$ cat config.mk
export PLATFORM = sky130hd
export DESIGN_NAME = requant_shift_sequencer_flat
export DESIGN_NICKNAME = d
export VERILOG_FILES = /design/src/rtl/requant_shift_sequencer_if.sv /design/src/rtl/requant_shift_sequencer.sv /design/src/flat_wrapper.sv
export SDC_FILE = /design/constraint.sdc
export NUM_CORES = 1
export LEC_CHECK = 0
export ABC_AREA = 1
export CAP_MARGIN = 20
export CORE_UTILIZATION = 55
export CTS_BUF_LIST = sky130_fd_sc_hd__clkbuf_8
export CTS_CLUSTER_SIZE = 28
export DETAILED_ROUTE_END_ITERATION = 10
export PLACE_DENSITY = 0.86
export SLEW_MARGIN = 20
export SYNTH_ARGS = -nofsm -noshare
export SYNTH_HDL_FRONTEND = slang
export SYNTH_SLANG_ARGS = --single-unit
$ cat constraint.sdc
create_clock -name clk -period 3 [get_ports clk]
set_input_delay 0.9 -clock clk [delete_from_list [all_inputs] [get_ports clk]]
set_output_delay 0.9 -clock clk [all_outputs]
set_load 0.01 [all_outputs]
$ cat src/rtl/requant_shift_sequencer_if.sv
// Stream bundle for the requantizer: accumulator input stream and int8 output stream.
// The slave modport is the sequencer; the master side feeds inputs and sinks outputs.
interface requant_shift_sequencer_if #(
    parameter int ACC_W = 24
);
    logic                    in_valid;
    logic                    in_ready;
    logic signed [ACC_W-1:0] in_acc;
    logic                    out_valid;
    logic                    out_ready;
    logic signed [7:0]       out_data;
    logic                    out_last;

    modport master (
        output in_valid, in_acc, out_ready,
        input  in_ready, out_valid, out_data, out_last
    );

    modport slave (
        input  in_valid, in_acc, out_ready,
        output in_ready, out_valid, out_data, out_last
    );
endinterface

$ cat src/rtl/requant_shift_sequencer.sv
// Per-channel requantizer: shifts each accumulator by a signed ROM shift (rounding right
// or left), saturates to int8 and sequences channels/pixels for one layer.
module requant_shift_sequencer #(
    parameter int NUM_CH = 64,
    parameter int ACC_W  = 24
) (
    input  logic                              clk,
    input  logic                              rst_n,
    input  logic                              start,
    input  logic [15:0]                       num_pixels,
    requant_shift_sequencer_if.slave          io,
    output logic [5:0]                        rom_addr,
    input  logic [7:0]                        rom_data,
    output logic                              busy,
    output logic                              done
);
    localparam logic [1:0] S_IDLE  = 2'd0;
    localparam logic [1:0] S_RUN   = 2'd1;
    localparam logic [1:0] S_DRAIN = 2'd2;

    // Wide enough for acc + 2^30 rounding term and acc << 8 without overflow.
    localparam int W = (ACC_W + 9 > 33) ? ACC_W + 9 : 33;
    localparam logic signed [W-1:0] SAT_HI = W'(127);
    localparam logic signed [W-1:0] SAT_LO = -W'(128);
    localparam logic [5:0] LAST_CH = 6'(NUM_CH - 1);

    logic [1:0]        state_q, state_d;
    logic [5:0]        ch_q, ch_d;
    logic [15:0]       pix_q, pix_d;
    logic [15:0]       npix_q, npix_d;
    logic              out_valid_q, out_valid_d;
    logic signed [7:0] out_data_q, out_data_d;
    logic              out_last_q, out_last_d;
    logic              zdone_q, zdone_d;

    logic              in_ready;
    logic              accept;
    logic              is_last;

    logic signed [7:0]   shamt;
    logic [4:0]          rsh;
    logic [3:0]          lsh;
    logic signed [W-1:0] acc_ext;
    logic signed [W-1:0] rnd;
    logic signed [W-1:0] shifted;
    logic signed [7:0]   q8;

    assign in_ready = (state_q == S_RUN) && (!out_valid_q || io.out_ready);
    assign accept   = io.in_valid && in_ready;
    assign is_last  = (ch_q == LAST_CH) && (pix_q == npix_q - 16'd1);

    always_comb begin
        shamt   = $signed(rom_data);
        acc_ext = {{(W-ACC_W){io.in_acc[ACC_W-1]}}, io.in_acc};
        rsh     = (shamt > 8'sd31) ? 5'd31 : shamt[4:0];
        lsh     = (shamt < -8'sd8) ? 4'd8 : 4'(-shamt);
        rnd     = '0;
        shifted = acc_ext;
        if (shamt > 8'sd0) begin
            rnd     = {{(W-1){1'b0}}, 1'b1} << (rsh - 5'd1);
            shifted = (acc_ext + rnd) >>> rsh;
        end else if (shamt < 8'sd0) begin
            shifted = acc_ext <<< lsh;
        end
        if (shifted > SAT_HI)      q8 = 8'sh7f;
        else if (shifted < SAT_LO) q8 = 8'sh80;
        else                       q8 = shifted[7:0];
    end

    always_comb begin
        state_d     = state_q;
        ch_d        = ch_q;
        pix_d       = pix_q;
        npix_d      = npix_q;
        out_valid_d = out_valid_q;
        out_data_d  = out_data_q;
        out_last_d  = out_last_q;
        zdone_d     = 1'b0;
        case (state_q)
            S_IDLE: begin
                if (start) begin
                    if (num_pixels != 16'd0) begin
                        state_d = S_RUN;
                        npix_d  = num_pixels;
                        ch_d    = '0;
                        pix_d   = '0;
                    end else begin
                        zdone_d = 1'b1;
                    end
                end
            end
            S_RUN: begin
                if (accept) begin
                    if (ch_q == LAST_CH) begin
                        ch_d  = '0;
                        pix_d = pix_q + 16'd1;
                    end else begin
                        ch_d  = ch_q + 6'd1;
                    end
                    if (is_last) state_d = S_DRAIN;
                end
            end
            S_DRAIN: begin
                if (out_valid_q && io.out_ready) state_d = S_IDLE;
            end
            default: state_d = S_IDLE;
        endcase
        // A fresh accept always refills the output register; otherwise a consume empties it.
        if (accept) begin
            out_valid_d = 1'b1;
            out_data_d  = q8;
            out_last_d  = is_last;
        end else if (io.out_ready) begin
            out_valid_d = 1'b0;
            out_last_d  = 1'b0;
        end
    end

    always_ff @(posedge clk or negedge rst_n) begin
        if (!rst_n) begin
            state_q     <= S_IDLE;
            ch_q        <= '0;
            pix_q       <= '0;
            npix_q      <= '0;
            out_valid_q <= 1'b0;
            out_data_q  <= '0;
            out_last_q  <= 1'b0;
            zdone_q     <= 1'b0;
        end else begin
            state_q     <= state_d;
            ch_q        <= ch_d;
            pix_q       <= pix_d;
            npix_q      <= npix_d;
            out_valid_q <= out_valid_d;
            out_data_q  <= out_data_d;
            out_last_q  <= out_last_d;
            zdone_q     <= zdone_d;
        end
    end

    assign io.in_ready  = in_ready;
    assign io.out_valid = out_valid_q;
    assign io.out_data  = out_data_q;
    assign io.out_last  = out_last_q;
    assign rom_addr     = ch_q;
    assign busy         = (state_q != S_IDLE);
    assign done         = zdone_q || ((state_q == S_DRAIN) && out_valid_q && io.out_ready);
endmodule

$ cat src/flat_wrapper.sv
// flat-port wrapper written by rule: the top's interface ports become plain ports
module requant_shift_sequencer_flat 
#(
    parameter int NUM_CH = 64,
    parameter int ACC_W  = 24
)
  (clk, rst_n, start, num_pixels, rom_addr, rom_data, busy, done, io_in_valid, io_in_acc, io_out_ready, io_in_ready, io_out_valid, io_out_data, io_out_last);
  requant_shift_sequencer_if #(.ACC_W(ACC_W)) io_i ();
  input  logic clk;
  input  logic rst_n;
  input  logic start;
  input  logic [15:0] num_pixels;
  output logic [5:0] rom_addr;
  input  logic [7:0] rom_data;
  output logic busy;
  output logic done;
  input wire logic [$bits(io_i.in_valid)-1:0] io_in_valid;
  input wire logic [$bits(io_i.in_acc)-1:0] io_in_acc;
  input wire logic [$bits(io_i.out_ready)-1:0] io_out_ready;
  output wire logic [$bits(io_i.in_ready)-1:0] io_in_ready;
  output wire logic [$bits(io_i.out_valid)-1:0] io_out_valid;
  output wire logic [$bits(io_i.out_data)-1:0] io_out_data;
  output wire logic [$bits(io_i.out_last)-1:0] io_out_last;
  assign io_i.in_valid = io_in_valid;
  assign io_i.in_acc = io_in_acc;
  assign io_i.out_ready = io_out_ready;
  assign io_in_ready = io_i.in_ready;
  assign io_out_valid = io_i.out_valid;
  assign io_out_data = io_i.out_data;
  assign io_out_last = io_i.out_last;
  requant_shift_sequencer #(.NUM_CH(NUM_CH), .ACC_W(ACC_W)) u_core (.clk(clk), .rst_n(rst_n), .start(start), .num_pixels(num_pixels), .io(io_i), .rom_addr(rom_addr), .rom_data(rom_data), .busy(busy), .done(done));
endmodule
==> impl_metrics.py, run 1 <==
metrics = {
    "run_status": {
        "error": "[ERROR GRT-0232] Routing congestion too high. Check the congestion heatmap in the GUI.",
        "outcome": "stopped before the end",
        "stop_stage": "global routing (5_1_grt)",
    },
    "logic_synthesis": {
        "yosysSeqAreaShare_pct": 13.5,
        "synth_area_leaders": "nand2_1, nand3_1, dfrtp_1, inv_1, nor2_1",
        "syn_nets": 1916,
        "ys_seq_elements": 51,
        "syn_area_um2": 9450,
        "async_flop_share_pct": 100,
        "synth-edff-count": 0,
        "yosysUniqueCellTypes": 56,
        "netlist.area_leader.share_pct": 26.9,
        "avgSynthCellArea_um2": 5.17,
        "synth_area_leader_cell": "nand2_1",
        "yosysWarnings": 0,
        "synth-main-ff-cell": "dfrtp_1",
        "syn_inst": 1826,
    },
    "cts": {
        "cts_buffers": 5,
        "clk_path_buf_depth": 2,
        "htreeDepth": 2,
        "cts_hold_buf": 0,
        "clockRootBuffer": "clkbuf_8",
        "numClockSinks": 51,
    },
    "placed_design": {
        "portBuffers": 71,
        "dp_slack_ns": -2.65,
        "finalWeightedCongestion": 1.07,
        "hpwl_mm": 32.4,
    },
    "floorplanning": {
        "initial_core_util_pct": 56.6,
        "rows": 47,
        "ioPinCount": 72,
        "dieWidth_um": 133,
        "die_h_um": 133,
    },
    "global_route": {
        "grt_max_degree": 35,
        "grt_overflow": 101,
        "grtUsageTotal_pct": 76.5,
    },
    "timing": {
        "endpoint_type": "sequential cell input",
        "crit_endpoint": "u_core.io.out_data[1]$_DFFE_PN0P_/D",
    },
}
synthesized netlist by cell type, types with 20 or more instances:
cell        n
buf_2      20
nand2_1   678
nand4_1    27
o21ai_0    49
nand3_1   271
inv_1     240
ha_1       36
dfrtp_1    51
a21oi_1    56
o21ai_1    46
nor2_1    154
clkbuf_1   34
logic make-up after synthesis:
family	Yosys count	synth area share (%)
compound gates	217	13.5
xor+xnor	26	2.41
fa+ha+maj	37	4.98
buf+inv	318	13.2
flops	51	13.5
mux	3	0.318
simple gates	1174	52.1
per-stage QoR:
step	cell area, um^2	cells
4_1_cts	13400	2355
3_5_place_dp	12400	2329
3_3_place_gp	12400	2329
2_1_floorplan	9670	1826
what timing repair did:
| action | in CTS |
|---|---|
| pin swaps | 91 |
| buffers inserted | 18 |
| gates resized for setup | 212 |
| cloned | 2 |
| endpoints found under the setup margin | 17 |
routing by layer:
layer / GRT usage, % / overflow
met1: 76.1 / 1
met2: 95.1 / 68
met3: 58.0 / 0
met4: 76.8 / 32
met5: 37.8 / 0
==> run 2, diff against run 1 <==
--- a/config.mk
+++ b/config.mk
@@ -7,11 +7,9 @@
 export LEC_CHECK = 0
 export ABC_AREA = 1
 export CAP_MARGIN = 20
-export CORE_UTILIZATION = 55
-export CTS_BUF_LIST = sky130_fd_sc_hd__clkbuf_8
-export CTS_CLUSTER_SIZE = 28
+export CORE_UTILIZATION = 40
 export DETAILED_ROUTE_END_ITERATION = 10
-export PLACE_DENSITY = 0.86
+export PLACE_DENSITY_LB_ADDON = 0.15
 export SLEW_MARGIN = 20
 export SYNTH_ARGS = -nofsm -noshare
 export SYNTH_HDL_FRONTEND = slang
==> impl_metrics.py, run 2 <==
metrics = {
    "placed_design": {
        "finalWeightedCongestion": 1.08,
        "hpwl_mm": 33.5,
        "place_area_um2": 12400,
        "portBuffers": 71,
        "dp_cells": 2415,
        "dp_slack_ns": -2.57,
    },
    "timing": {
        "rsz0062_at_grt": "yes",
        "period_share_pct": 160,
        "fin_ws_ns": -1.80,
        "worst_slew_pin_slew_ns": 0.679,
        "max_clock_freq_mhz": 208,
        "slew_viol_final": 0,
        "skew_ns": 0.00973,
        "finalSetupViolations": 8,
        "fin_crit_ns": 4.80,
        "finalHoldViolCount": 0,
        "maxSlewHeadroom_pct": 54.2,
    },
    "logic_synthesis": {
        "netlist.area_leader.share_pct": 26.9,
        "yosysWarnings": 0,
        "syn_nets": 1916,
        "yosysUniqueCellTypes": 56,
        "avgSynthCellArea_um2": 5.17,
        "synth_area_leaders": "nand2_1, nand3_1, dfrtp_1, inv_1, nor2_1",
        "synth-main-ff-cell": "dfrtp_1",
        "synth_compound_area_share_pct": 13.5,
        "async_flop_share_pct": 100,
        "synthXorXnorAreaFrac_pct": 2.41,
        "syn_inst": 1826,
        "ys_top_cells_by_count": "nand2_1, nand3_1, inv_1, nor2_1, a21oi_1",
        "synthSimpleGateAreaFrac_pct": 52.1,
        "ys_seq_elements": 51,
        "yosysMostFrequentCell": "nand2_1",
        "synth-edff-count": 0,
        "synth_area_leader_cell": "nand2_1",
        "synthAdderAreaFrac_pct": 4.98,
        "synth_top_family_by_area": "simple AND/OR/NAND/NOR gates",
        "synth_mux_area_share_pct": 0.318,
        "yosysSeqAreaShare_pct": 13.5,
        "syn_area_um2": 9450,
    },
    "global_route": {
        "antenna_found_initial": 0,
        "grt_max_degree": 35,
        "grt_overflow": 0,
        "grt_pass1_vias": 11698,
        "grtUsageTotal_pct": 33.0,
        "grt_pass1_wl_mm": 62.0,
    },
    "drt": {
        "ant_nets": 0,
        "wl_per_cell_um": 16.8,
        "vias": 13118,
        "vias_per_cell": 5.36,
        "drtIter0Drc": 1257,
        "drt-pass1-iter-count": 5,
        "wirelength_mm": 41.1,
        "drt_drc_violations_left": 0,
    },
    "setup_path": {
        "path_class": "in2reg",
        "crit_top_cell": "nand2_1",
        "critPathTopFamily": "simple AND/OR/NAND/NOR gates",
        "crit_slowest_cell": "ha_4",
        "cp-startpoint": "rom_data[2]",
        "reg2reg_depth": 14,
        "startpoint_type": "input pin",
        "rr_startpoint": "u_core.npix_q[0]",
        "end_kind": "flop",
        "cp_slowest_stage_delay_ns": 0.30,
        "required_ns": 3.24,
        "crit_arrival_ns": 5.04,
        "crit_buf_inv": 6,
        "r2r_setup_slack_ns": 0.26,
        "cp_max_fo": 4,
        "r2r_end": "u_core.state_q[0]",
    },
    "cts": {
        "cts_hold_buf": 0,
        "clk_path_buf_depth": 2,
        "htreeDepth": 2,
        "clock_latency_ns": 0.30,
        "numClockSinks": 51,
        "clk_pin_slew_ns": 0.07,
        "cts_buffers": 5,
        "clockRootBuffer": "clkbuf_16",
        "cts_tree": "yes",
    },
    "finish": {
        "mostFrequentLayoutCell": "nand2_1",
        "nFillCells": 2267,
        "layout_common_cells": "nand2_1, buf_4, inv_1, nand3_1, nor2_1",
        "layout-drive-gt1-share_pct": 28.8,
        "nets": 2222,
        "layoutNonFillerInstCount": 2446,
        "areaGrowthSynthToFinish_pct": 49.2,
        "antenna_cells": 0,
        "post-route-util_pct": 61.5,
        "stdcell_area_um2": 14100,
    },
    "floorplanning": {
        "dieWidth_um": 156,
        "rows": 55,
        "die-area_um2": 24200,
        "ioPinCount": 72,
        "core-area_um2": 22900,
        "die_h_um": 156,
        "initial_core_util_pct": 41.2,
    },
    "run": {
        "cap_viol_max_count": 0,
    },
    "run_status": {
        "outcome": "complete, but fails checks",
        "violations": "setup timing",
    },
    "worst_hold_path": {
        "min_path_cells": 2,
        "hp-class": "reg2reg",
        "worstHoldStart": "u_core.io.out_data[6]",
        "min_to": "u_core.io.out_data[6]",
    },
    "power": {
        "power.density_nw_per_um2": 296,
        "max-vdd-ir-drop_uv": 310,
        "finalPower_mw": 4.17,
        "leakagePower_nw": 7.48,
    },
}
run 2: cell counts after synthesis:
No cell type changed its count.
run 2: repair_timing:
action / CTS / global route
cloned: 2 / 0
endpoints found under the setup margin: 13 / 25
buffers inserted: 9 / 13
gates resized for setup: 87 / 277
pin swaps: 7 / 95
run 2: how the worst max path moves through the flow:
stage          cells past startpoint               endpoint
2_1_floorplan                     41  u_core.io.out_data[0]
3_3_place_gp                      37  u_core.io.out_data[6]
3_5_place_dp                      36  u_core.io.out_data[4]
4_1_cts                           35  u_core.io.out_data[6]
5_1_grt                           35  u_core.io.out_data[6]
6_report                          37  u_core.io.out_data[6]
run 2: per-layer routing:
metal | vias to the layer above | routed length [um] | part of all wire, % | track usage (%)
li1 | 6509 | - | - | -
met1 | 6019 | 18700 | 46 | 47.5
met2 | 512 | 17700 | 43 | 50.2
met3 | 78 | 3210 | 7.8 | 4.61
met4 | 0 | 1510 | 3.7 | 11.1
met5 | - | 0 | 0 | 0
run 2: cell families after synthesis:
logic type,Yosys count
AO/OA/AOI/OAI,217
XOR/XNOR,26
adder cells (fa/ha/maj),37
buffers and inverters,318
flip-flops,51
multiplexers,3
AND/OR/NAND/NOR,1174
run 2: report_power, final:
group | total, mW | switching, mW | internal (mW)
registers | 0.972 | 0.145 | 0.827
logic | 2.62 | 1.52 | 1.10
clock network | 0.582 | 0.268 | 0.314
run 2: worst register-to-register path, delay by kind of cell (launching register included):
family	cells	cell delay, ns
AND/OR/NAND/NOR	6	0.93
AO/OA/AOI/OAI	4	0.90
adder cells (fa/ha/maj)	1	0.15
flip-flops	1	0.42
buffers and inverters	3	0.22
run 2: area by class of cell:
class / instances / area, um^2 / share of cell area (%)
multi-input cells: 1457 / 8310 / 59.0
repair buffers: 364 / 3000 / 21.3
flip-flops and latches: 51 / 1280 / 9.06
inverters: 252 / 957 / 6.79
well taps: 313 / 392 / 2.78
clock buffers: 5 / 125 / 0.888
clock inverters: 3 / 23.8 / 0.169
repair inverters: 1 / 7.51 / 0.0533
run 2: through the flow:
step | setup TNS, ns | hold WS [ns]
global placement | -23.65 | 0.476
CTS | -14.01 | 0.506
detailed placement | -23.77 | 0.481
finish | -13.19 | 0.505
floorplan | -10.47 | 0.458
global route | -15.56 | 0.520
Power figures use the tool's default switching activity.
==> run 3, diff against run 2 <==
--- a/config.mk
+++ b/config.mk
@@ -14,3 +14,4 @@
 export SYNTH_ARGS = -nofsm -noshare
 export SYNTH_HDL_FRONTEND = slang
 export SYNTH_SLANG_ARGS = --single-unit
+export TNS_END_PERCENT = 10
==> impl_metrics.py, run 3 (synthesis results as in run 2) <==
metrics = {
    "drt": {
        "wirelength_mm": 41.9,
        "vias_per_cell": 5.26,
        "wl_per_cell_um": 17.0,
        "drtIter0Drc": 1193,
        "drt_drc_violations_left": 0,
        "ant_nets": 0,
        "drt-pass1-iter-count": 5,
        "vias": 12936,
    },
    "timing": {
        "finalSetupViolations": 8,
        "fin_ws_ns": -1.93,
        "slew_viol_final": 0,
        "period_share_pct": 164,
        "maxSlewHeadroom_pct": 62.5,
        "skew_ns": 0.00789,
        "worst_slew_pin_slew_ns": 0.563,
        "finalHoldViolCount": 0,
        "max_clock_freq_mhz": 203,
        "fin_crit_ns": 4.93,
        "rsz0062_at_grt": "yes",
    },
    "cts": {
        "numClockSinks": 51,
        "clk_path_buf_depth": 2,
        "cts_buffers": 5,
        "clk_pin_slew_ns": 0.07,
        "clockRootBuffer": "clkbuf_16",
        "clock_latency_ns": 0.30,
        "htreeDepth": 2,
        "cts_hold_buf": 0,
        "cts_tree": "yes",
    },
    "setup_path": {
        "rr_startpoint": "u_core.npix_q[0]",
        "cp-startpoint": "rom_data[5]",
        "crit_arrival_ns": 5.12,
        "crit_slowest_cell": "nand3b_1",
        "crit_top_cell": "nand2_1",
        "path_class": "in2reg",
        "r2r_setup_slack_ns": 0.27,
        "cp_max_fo": 7,
        "r2r_end": "u_core.state_q[0]",
        "required_ns": 3.19,
        "cp_slowest_stage_delay_ns": 0.29,
        "reg2reg_depth": 15,
        "end_kind": "flop",
        "startpoint_type": "input pin",
    },
    "finish": {
        "nFillCells": 2410,
        "nets": 2234,
        "layoutNonFillerInstCount": 2458,
        "layout-drive-gt1-share_pct": 24.6,
        "areaGrowthSynthToFinish_pct": 43.5,
        "layout_common_cells": "nand2_1, buf_4, inv_1, nand3_1, nor2_1",
        "mostFrequentLayoutCell": "nand2_1",
        "antenna_cells": 0,
    },
    "worst_hold_path": {
        "hp-class": "in2async",
    },
    "floorplanning": {
        "core-area_um2": 22900,
        "rows": 55,
        "dieWidth_um": 156,
        "initial_core_util_pct": 41.2,
        "die-area_um2": 24200,
        "ioPinCount": 72,
        "die_h_um": 156,
    },
    "run": {
        "cap_viol_max_count": 0,
    },
    "placed_design": {
        "dp_cells": 2433,
        "portBuffers": 71,
        "finalWeightedCongestion": 1.00,
        "hpwl_mm": 34.5,
    },
    "power": {
        "leakagePower_nw": 7.33,
        "power.density_nw_per_um2": 305,
        "max-vdd-ir-drop_uv": 392,
        "finalPower_mw": 4.13,
    },
    "run_status": {
        "violations": "setup timing",
        "outcome": "complete, but fails checks",
    },
    "global_route": {
        "antenna_found_initial": 0,
        "grt_overflow": 0,
        "grt_pass1_vias": 12099,
        "grt_max_degree": 33,
        "grt_pass1_wl_mm": 65.6,
        "grtUsageTotal_pct": 34.9,
    },
}
==> run 3: changes by cell type in the layout (fill, tap and decap cells not counted), moves of 6 or more <==
| cell | previous run | this run |
|---|---|---|
| nand2_1 | 583 | 621 |
| nand2_2 | 80 | 55 |
| buf_4 | 276 | 300 |
| nor2_1 | 105 | 122 |
| nand3_1 | 199 | 213 |
| buf_6 | 15 | 2 |
| nand2_4 | 20 | 7 |
| nor2_4 | 25 | 12 |
| ha_4 | 15 | 4 |
| nand3_2 | 67 | 56 |
| ha_1 | 19 | 28 |
| inv_2 | 19 | 10 |
| inv_1 | 226 | 234 |
| clkdlybuf4s50_1 | 55 | 61 |
==> run 3: worst max-delay path, delay by kind of cell <==
family                   cells  cell delay [ns]
buffers and inverters        7             0.95
adder cells (fa/ha/maj)      1             0.26
AND/OR/NAND/NOR             29             2.99
==> run 3: per-stage QoR <==
step,setup TNS (ns),setup slack [ns],hold WS [ns],utilization [%],area (um^2)
6_report,-14.43,-1.93,0.464,59.1,13600
5_1_grt,-17.26,-2.25,0.486,59.1,13600
4_1_cts,-14.01,-1.87,0.471,56.8,13000
3_5_place_dp,-22.58,-2.52,0.464,54.8,12600
3_3_place_gp,-22.13,-2.48,0.469,54.8,12600
2_1_floorplan,-10.48,-1.42,0.458,-,9660
==> run 3: worst max-delay path by stage <==
stage | end | slack, ns | cells after the start
floorplan | u_core.io.out_data[0] | -1.42 | 41
global placement | u_core.io.out_data[6] | -2.48 | 39
detailed placement | u_core.io.out_data[6] | -2.52 | 35
CTS | u_core.io.out_data[1] | -1.87 | 39
global route | u_core.io.out_data[1] | -2.25 | 40
finish | u_core.io.out_data[6] | -1.93 | 37
==> run 3: where the power goes <==
group          leakage, nW  internal, mW  switching, mW  total, mW
clock               0.0717         0.314          0.281      0.595
sequential           0.660         0.827          0.141      0.968
combinational         6.60          1.07           1.49       2.56
==> run 3: layer usage <==
layer  track usage, %  wire, um
met2             53.9     18100
met5                0         0
met1             49.9     19500
met4             11.3      1600
met3             4.47      2730
==> run 3: cell type report <==
cell class | count | area [um^2] | share of cell area, %
Multi-Input combinational cell | 1457 | 7740 | 57.1
Timing Repair Buffer | 376 | 3030 | 22.4
Sequential cell | 51 | 1280 | 9.42
Inverter | 252 | 960 | 7.08
Tap cell | 313 | 392 | 2.89
Clock buffer | 5 | 125 | 0.923
Clock inverter | 3 | 23.8 | 0.175
Timing Repair inverter | 1 | 5.00 | 0.0369
==> run 3: timing repair <==
action                                  4_1_cts  5_1_grt
resized for setup                            74      124
buffers inserted                              8        7
endpoints found under the setup margin       17       17
gates cloned                                  2        0
pin swaps                                    16       43
==> run 4, diff against run 3 <==
--- a/config.mk
+++ b/config.mk
@@ -9,7 +9,7 @@
 export CAP_MARGIN = 20
 export CORE_UTILIZATION = 40
 export DETAILED_ROUTE_END_ITERATION = 10
-export PLACE_DENSITY_LB_ADDON = 0.15
+export PLACE_DENSITY = 0.58
 export SLEW_MARGIN = 20
 export SYNTH_ARGS = -nofsm -noshare
 export SYNTH_HDL_FRONTEND = slang
==> impl_metrics.py, run 4 (synthesis results as in run 2) <==
metrics = {
    "finish": {
        "stdcell_area_um2": 14300,
        "nFillCells": 2308,
        "layout_common_cells": "nand2_1, buf_4, inv_1, nand3_1, nor2_1",
        "layout-drive-gt1-share_pct": 30.1,
        "mostFrequentLayoutCell": "nand2_1",
        "areaGrowthSynthToFinish_pct": 51.2,
        "post-route-util_pct": 62.3,
        "antenna_cells": 0,
        "nets": 2247,
    },
    "global_route": {
        "antenna_found_initial": 0,
        "grt_pass1_vias": 12494,
        "grt_overflow": 0,
        "grt_max_degree": 35,
        "grt_pass1_wl_mm": 66.2,
        "grtUsageTotal_pct": 35.2,
    },
    "floorplanning": {
        "ioPinCount": 72,
        "rows": 55,
        "die-area_um2": 24200,
        "dieWidth_um": 156,
        "core-area_um2": 22900,
        "die_h_um": 156,
        "initial_core_util_pct": 41.2,
    },
    "placed_design": {
        "hpwl_mm": 34.6,
        "portBuffers": 71,
        "place_area_um2": 12500,
        "finalWeightedCongestion": 1.02,
        "dp_slack_ns": -2.70,
    },
    "timing": {
        "fin_crit_ns": 4.70,
        "setup_tns_ns": -12.61,
        "rsz0062_at_grt": "yes",
        "worst_slew_pin_slew_ns": 0.641,
        "finalHoldViolCount": 0,
        "maxSlewHeadroom_pct": 57.0,
        "finalSetupViolations": 8,
        "max_clock_freq_mhz": 213,
        "hold_ws_ns": 0.479,
        "fin_ws_ns": -1.70,
        "skew_ns": 0.00849,
        "period_share_pct": 157,
        "slew_viol_final": 0,
    },
    "drt": {
        "drt_drc_violations_left": 0,
        "drtIter0Drc": 1239,
        "ant_nets": 0,
        "wl_per_cell_um": 17.2,
        "vias": 13212,
        "drt-pass1-iter-count": 6,
        "vias_per_cell": 5.35,
        "wirelength_mm": 42.5,
    },
    "setup_path": {
        "cp_slowest_stage_delay_ns": 0.28,
        "crit_buf_inv": 6,
        "cp-startpoint": "rom_data[5]",
        "crit_slowest_cell": "ha_4",
        "end_kind": "flop",
        "crit_top_cell": "nand2_1",
        "critPathTopFamily": "simple AND/OR/NAND/NOR gates",
        "cp_max_fo": 8,
        "crit_arrival_ns": 4.94,
        "rr_startpoint": "u_core.npix_q[0]",
        "required_ns": 3.24,
        "path_class": "in2reg",
        "startpoint_type": "input pin",
    },
    "worst_hold_path": {
        "hp-class": "reg2reg",
        "worstHoldStart": "u_core.io.out_data[6]",
    },
    "cts": {
        "clockRootBuffer": "clkbuf_16",
        "cts_hold_buf": 0,
        "clk_path_buf_depth": 2,
        "htreeDepth": 2,
        "cts_buffers": 5,
        "cts_tree": "yes",
        "clock_latency_ns": 0.30,
        "numClockSinks": 51,
        "clk_pin_slew_ns": 0.07,
    },
    "power": {
        "pwr-share-seq_pct": 22.7,
        "pwr-share-comb_pct": 63.3,
        "leakagePower_nw": 7.53,
        "p_clk_share_pct": 14.0,
        "power.density_nw_per_um2": 298,
        "swShare_pct": 46.2,
        "netSwitchingPower_mw": 1.97,
        "p_int_mw": 2.29,
        "max-vdd-ir-drop_uv": 306,
    },
    "run_status": {
        "violations": "setup timing",
        "outcome": "complete, but fails checks",
    },
    "run": {
        "cap_viol_max_count": 0,
    },
}
run 4: what timing repair did:
action,CTS,global route
pin swaps,96,57
resized for setup,268,91
setup buffers,27,11
setup endpoints to repair,15,25
gates cloned,2,0
run 4: layout make-up:
type | instances | area [um^2] | area share, %
multi-input cells | 1457 | 8280 | 57.9
repair buffers | 389 | 3220 | 22.6
flip-flops and latches | 51 | 1280 | 8.93
inverters | 252 | 965 | 6.75
well taps | 313 | 392 | 2.74
clock buffers | 5 | 125 | 0.876
clock inverters | 3 | 23.8 | 0.166
repair inverters | 1 | 6.26 | 0.0438
run 4: stage by stage:
step | total power [mW] | std cells
floorplan | 2.30 | 1826
global placement | 3.34 | 2423
detailed placement | 3.36 | 2423
CTS | 4.15 | 2460
global route | 4.57 | 2471
finish | 4.25 | 2471
run 4: worst paths after layout:
path	end	slack (ns)	depth (start not counted)
max	u_core.io.out_data[0]	-1.70	38
min	u_core.io.out_data[6]	0.48	2
max reg2reg	u_core.state_q[0]	0.23	15
min reg2reg	u_core.io.out_data[6]	0.48	2
max in group asynchronous	u_core.rom_addr[3]	1.73	2
min in group asynchronous	u_core.io.out_data[7]	0.58	1
run 4: power by group through the flow:
stage	combinational [mW]	clock, mW	sequential, mW
after floorplan	1.33	0	0.972
after global placement	2.37	0	0.970
after detailed placement	2.38	0	0.974
after CTS	2.57	0.612	0.965
after global routing	2.94	0.640	0.988
final	2.69	0.597	0.965
run 4: worst reg2reg max path, stage by stage, from the launching register on:
cell and delay, ns:
dfrtp_1 0.40, inv_1 0.10, ha_1 0.15, inv_1 0.05, or2_2 0.28, nor2_1 0.14
nand2_1 0.10, nor2_1 0.16, inv_1 0.12, o21ai_0 0.16, o21ai_0 0.12, xor2_1 0.16
a2111oi_0 0.32, nand3_1 0.23, nand2_1 0.11, nand2_1 0.05
run 4: per-layer routing:
layer  global-route usage, %  wire length (um)
met1                    48.0             18700
met2                    54.6             18400
met3                    5.44              3300
met4                    15.9              2040
met5                       0                 0
==> variant 1 (settings of run 3) <==
`NUM_CH` is set to 64 in 2 places; all go to 48.
--- a/src/rtl/requant_shift_sequencer.sv
+++ b/src/rtl/requant_shift_sequencer.sv
@@ -1,7 +1,7 @@
 // Per-channel requantizer: shifts each accumulator by a signed ROM shift (rounding right
 // or left), saturates to int8 and sequences channels/pixels for one layer.
 module requant_shift_sequencer #(
-    parameter int NUM_CH = 64,
+    parameter int NUM_CH = 48,
     parameter int ACC_W  = 24
 ) (
     input  logic                              clk,
--- a/src/flat_wrapper.sv
+++ b/src/flat_wrapper.sv
@@ -1,7 +1,7 @@
 // flat-port wrapper written by rule: the top's interface ports become plain ports
 module requant_shift_sequencer_flat 
 #(
-    parameter int NUM_CH = 64,
+    parameter int NUM_CH = 48,
     parameter int ACC_W  = 24
 )
   (clk, rst_n, start, num_pixels, rom_addr, rom_data, busy, done, io_in_valid, io_in_acc, io_out_ready, io_in_ready, io_out_valid, io_out_data, io_out_last);
Formal check against the unedited RTL: no difference found for any inputs over 10 cycles, from zero or initial values and one cycle with rst_n low; that may be too few to reach the edited logic, so the function may still have changed.
==> variant 1 against run 3 <==
The run still ends with setup timing left; non-clock buffer count is 26 higher; area after synthesis is 3.5% higher; setup slack improved by 170 ps; synthesized cell count up 2.2%; cell area increased by 11%; total power rose by 25%; sequential cell count stayed put; sequential share of layout area shrank 0.94 points; clock power rose by 26%; via count rose by 5.2%; routed wire length up 3.3%; critical endpoint is now u_core.io.out_data[0]$_DFFE_PN0P_; sequential power grew 22%.
==> variant 1: results (changes against run 3) <==
| Metric | Value |
|---|---|
| Status | `complete, but fails checks` |
| Violations in the final reports | `setup timing` |
| Power Combinational | `3.24 mW (+27%)` |
| Detail Placement HPWL | `34310 µm (-0.66%)` |
| Proportion of cell area occupied by multi-input gates | `58.29% (+1.2 points)` |
| Via count of the first global-routing pass | `12241 (+1.2%)` |
| Met1 usage in global routing | `46.73% (-3.1 points)` |
| Global-route wire length before repair | `64550 µm (-1.6%)` |
| Cell count after placement | `2475 (+1.7%)` |
| Via density per instance | `5.383 (+2.3%)` |
| Synth unique cells | `55 (-1.8%)` |
| Top routing layer in use | `met5` |
| Maximum ir drop on the vdd rail | `350.6 µV (-11%)` |
| Met3 track demand over resource | `6.668% (+2.2 points)` |
| Register-to-Register Path Depth | `18 (+3)` |
| Accumulated negative setup slack | `-13410 ps (+1013 ps)` |
| Tap cells | `319 (+1.9%)` |
| Net Count, Synth | `1956 (+2.1%)` |
| Length of routed met3 wiring | `3193 µm (+17%)` |
| LEAKAGE | `7.879 nW (+7.5%)` |
| Slowest-stage cell, CP | `sky130_fd_sc_hd__ha_2` |
| Wire length on met2 | `18590 µm (+2.9%)` |
| Fraction of final layout cells with drive strength greater than 1 | `33.11% (+8.5 points)` |
| Final GP Congestion | `1.025 (+2.4%)` |
| Average cell area after synthesis | `5.238 µm² (+1.3%)` |
| Max FO, Critical Path | `8 (+1)` |
| Part of the total power dissipated in combinational logic | `62.7% (+0.6 points)` |
| Worst hold slack | `492.8 ps (+29.11 ps)` |
| Dpl ws | `-2626 ps (-104.8 ps)` |
| Setup Skew | `6.461 ps (-1.430 ps)` |
| Clock Network Area Fraction | `1.279% (+0.18 points)` |
| DP Area | `12890 µm² (+2.7%)` |
| Crit path largest cell delay | `350 ps (+60 ps)` |
| Avg WL per Cell | `17.11 µm (+0.44%)` |
| Non-Clock Buffer Area Fraction | `22.27% (-0.080 points)` |
| Final worst setup slack | `-1759 ps (+167.4 ps)` |
| Capturing instance or port of the critical path | `u_core.io.out_data[0]$_DFFE_PN0P_` |
| Commonest cells in the synthesized netlist | `648 x sky130_fd_sc_hd__nand2_1, 264 x sky130_fd_sc_hd__inv_1, 259 x sky130_fd_sc_hd__nand3_1` |
| Power dissipated by switching net loads | `2.371 mW (+24%)` |
| Drt initial violations | `1121 (-6.0%)` |
| Routed met1 length | `19790 µm (+1.5%)` |
| Wire length after detailed routing | `43240 µm (+3.3%)` |
| Comb_multi_in | `1469 (+0.82%)` |
| Plain + repair buffers | `402 (+6.9%)` |
| Number of setup violations in the final report | `11 (+3)` |
| Initial antenna violation count | `2 (+2)` |
| Seq power | `1.18 mW (+22%)` |
| Seq/total area | `8.475% (-0.94 points)` |
| Worst path arrival time | `4990 ps (-130 ps)` |
| Maximum number of pins on one net before global-route repair | `40 (+21%)` |
variant 1: changes by cell type in the layout (fill, tap and decap cells not counted), sizes merged, moves of 8 or more:
cell	delta
nor2	+8
nor3	+10
inv	+27
o21ai	+23
nand3	-8
buf	+30
nand2	-23
variant 1: cells by family after synthesis:
logic type                 after synthesis  share of synthesized area (%)
and+or+nand+nor                       1165                          51.32
buffers and inverters                  346                          13.99
AOI/OAI and AO/OA                      235                          13.88
DFF                                     51                          13.06
adders and majority gates               37                          4.813
xor gates and xnor gates                26                          2.330
muxes                                    6                         0.6145
variant 1: what timing repair did:
action | 4_1_cts | 5_1_grt
pin swaps | 73 | 98
hold buffers | 0 | 0
setup buffers | 29 | 14
gates resized for setup | 213 | 224
gates cloned | 0 | 1
setup endpoints to repair | 20 | 30
variant 1: critical path: cells and delay by family:
kind | cells | cell delay [ps]
AO/OA/AOI/OAI | 2 | 330
adder cells (fa/ha/maj) | 1 | 350
buffers and inverters | 7 | 770
AND/OR/NAND/NOR | 25 | 2600
==> variant 2 (settings of run 3) <==
Made on the original files. Reset style: synchronous (`rst_n`), changed in one clocked block.
--- a/src/rtl/requant_shift_sequencer.sv
+++ b/src/rtl/requant_shift_sequencer.sv
@@ -116,7 +116,7 @@
         end
     end
 
-    always_ff @(posedge clk or negedge rst_n) begin
+    always_ff @(posedge clk) begin
         if (!rst_n) begin
             state_q     <= S_IDLE;
             ch_q        <= '0;
Check against the original RTL: differs if rst_n is asserted again (counterexample within 4 cycles, from zero or initial values and one cycle with rst_n low); with rst_n held inactive, the same outputs for 10 cycles.
==> variant 2 against run 3 <==
The run still ends with setup timing left; setup slack worse by 19 ps; sequential cell count is the same; global-route usage is 0.099 points lower; routed wire length is 3.5% higher; area after synthesis is essentially flat; total power is 18% higher; cell area grew 7.2%; critical path type unchanged.
==> variant 2: results (changes against run 3) <==
| Metric | Value |
|---|---|
| Status | `complete, but fails checks` |
| Violations in the final reports | `setup timing` |
| Slowest-stage cell, CP | `sky130_fd_sc_hd__ha_1` |
| Post-Synth Adder-Cell Area | `4.979% (about the same)` |
| Maximum number of pins on one net before global-route repair | `35 (+6.1%)` |
| Capturing instance or port of the critical path | `u_core.io.out_data[3]$_SDFFE_PN0P_` |
| Met1 usage in global routing | `39.18% (-11 points)` |
| Seq/Total Area, Yosys | `10.81% (-2.7 points)` |
| Overall power after layout | `4.867 mW (+18%)` |
| Accumulated negative setup slack | `-14890 ps (-460.5 ps)` |
| Final worst setup slack | `-1945 ps (-18.85 ps)` |
| Net Count, Synth | `1947 (+1.6%)` |
| Global-route wire length before repair | `65890 µm (+0.46%)` |
| Maximum ir drop on the vdd rail | `259.8 µV (-34%)` |
| Met3 track demand over resource | `3.333% (-1.1 points)` |
| Slack of the worst reg-to-reg path | `350 ps (+80 ps)` |
| Synth unique cells | `54 (-3.6%)` |
| Compound-Gate Fraction of Synth Area | `14.29% (+0.75 points)` |
| Power dissipated by switching net loads | `2.295 mW (+20%)` |
| Seq power | `0.953 mW (-2%)` |
| Commonest cells in the synthesized netlist | `628 x sky130_fd_sc_hd__nand2_1, 268 x sky130_fd_sc_hd__inv_1, 268 x sky130_fd_sc_hd__nand3_1` |
| Total via count after detailed routing | `13548 (+4.7%)` |
| Number of setup violations in the final report | `8 (unchanged)` |
| Final GP Congestion | `1.025 (+2.4%)` |
| Setup Skew | `8.182 ps (+0.2906 ps)` |
| Predominant post-synthesis flop cell | `sky130_fd_sc_hd__dfxtp_1` |
| Multiplexer share of the synthesized area | `0.5297% (+0.21 points)` |
| Synth area leaders | `sky130_fd_sc_hd__nand2_1 25%, sky130_fd_sc_hd__nand3_1 14%, sky130_fd_sc_hd__dfxtp_1 11%, sky130_fd_sc_hd__inv_1 11%, sky130_fd_sc_hd__nor2_1 7.3%` |
| Fraction of final layout cells with drive strength greater than 1 | `29.83% (+5.2 points)` |
| Via count of the first global-routing pass | `12800 (+5.8%)` |
| Wire length after detailed routing | `43330 µm (+3.5%)` |
| Reg-to-Reg End | `u_core.state_q[0]$_SDFFE_PN0P_` |
[variant 2: cell type report]
class                           instances  area [µm²]
Multi-Input combinational cell       1463        8486
Fill cell                            2257        8388
Timing Repair Buffer                  405        3401
Inverter                              278        1062
Sequential cell                        51        1021
Tap cell                              313       391.6
Clock buffer                            6       138.9
Clock inverter                          2       16.27
Timing Repair inverter                  1       11.26
[variant 2: critical path, delay by kind of cell]
family / cells / cell delay (ps)
buffers and inverters: 8 / 1120
adders and majority gates: 1 / 290
and+or+nand+nor: 27 / 2650
AOI/OAI and AO/OA: 1 / 160
[variant 2: per-stage QoR]
stage	setup WS [ps]	area (µm²)	hold WS (ps)
after floorplan	-1797	9570	441.9
after global placement	-2726	12790	452.2
after detailed placement	-2757	12790	454.7
after CTS	-1976	13600	465.2
after global routing	-2238	14530	496.6
final	-1945	14530	471.8
[variant 2: timing repair]
action / CTS / global route
cloned: 2 / 0
buffers inserted: 5 / 18
pin swaps: 45 / 88
setup endpoints to repair: 18 / 14
resized for setup: 161 / 188
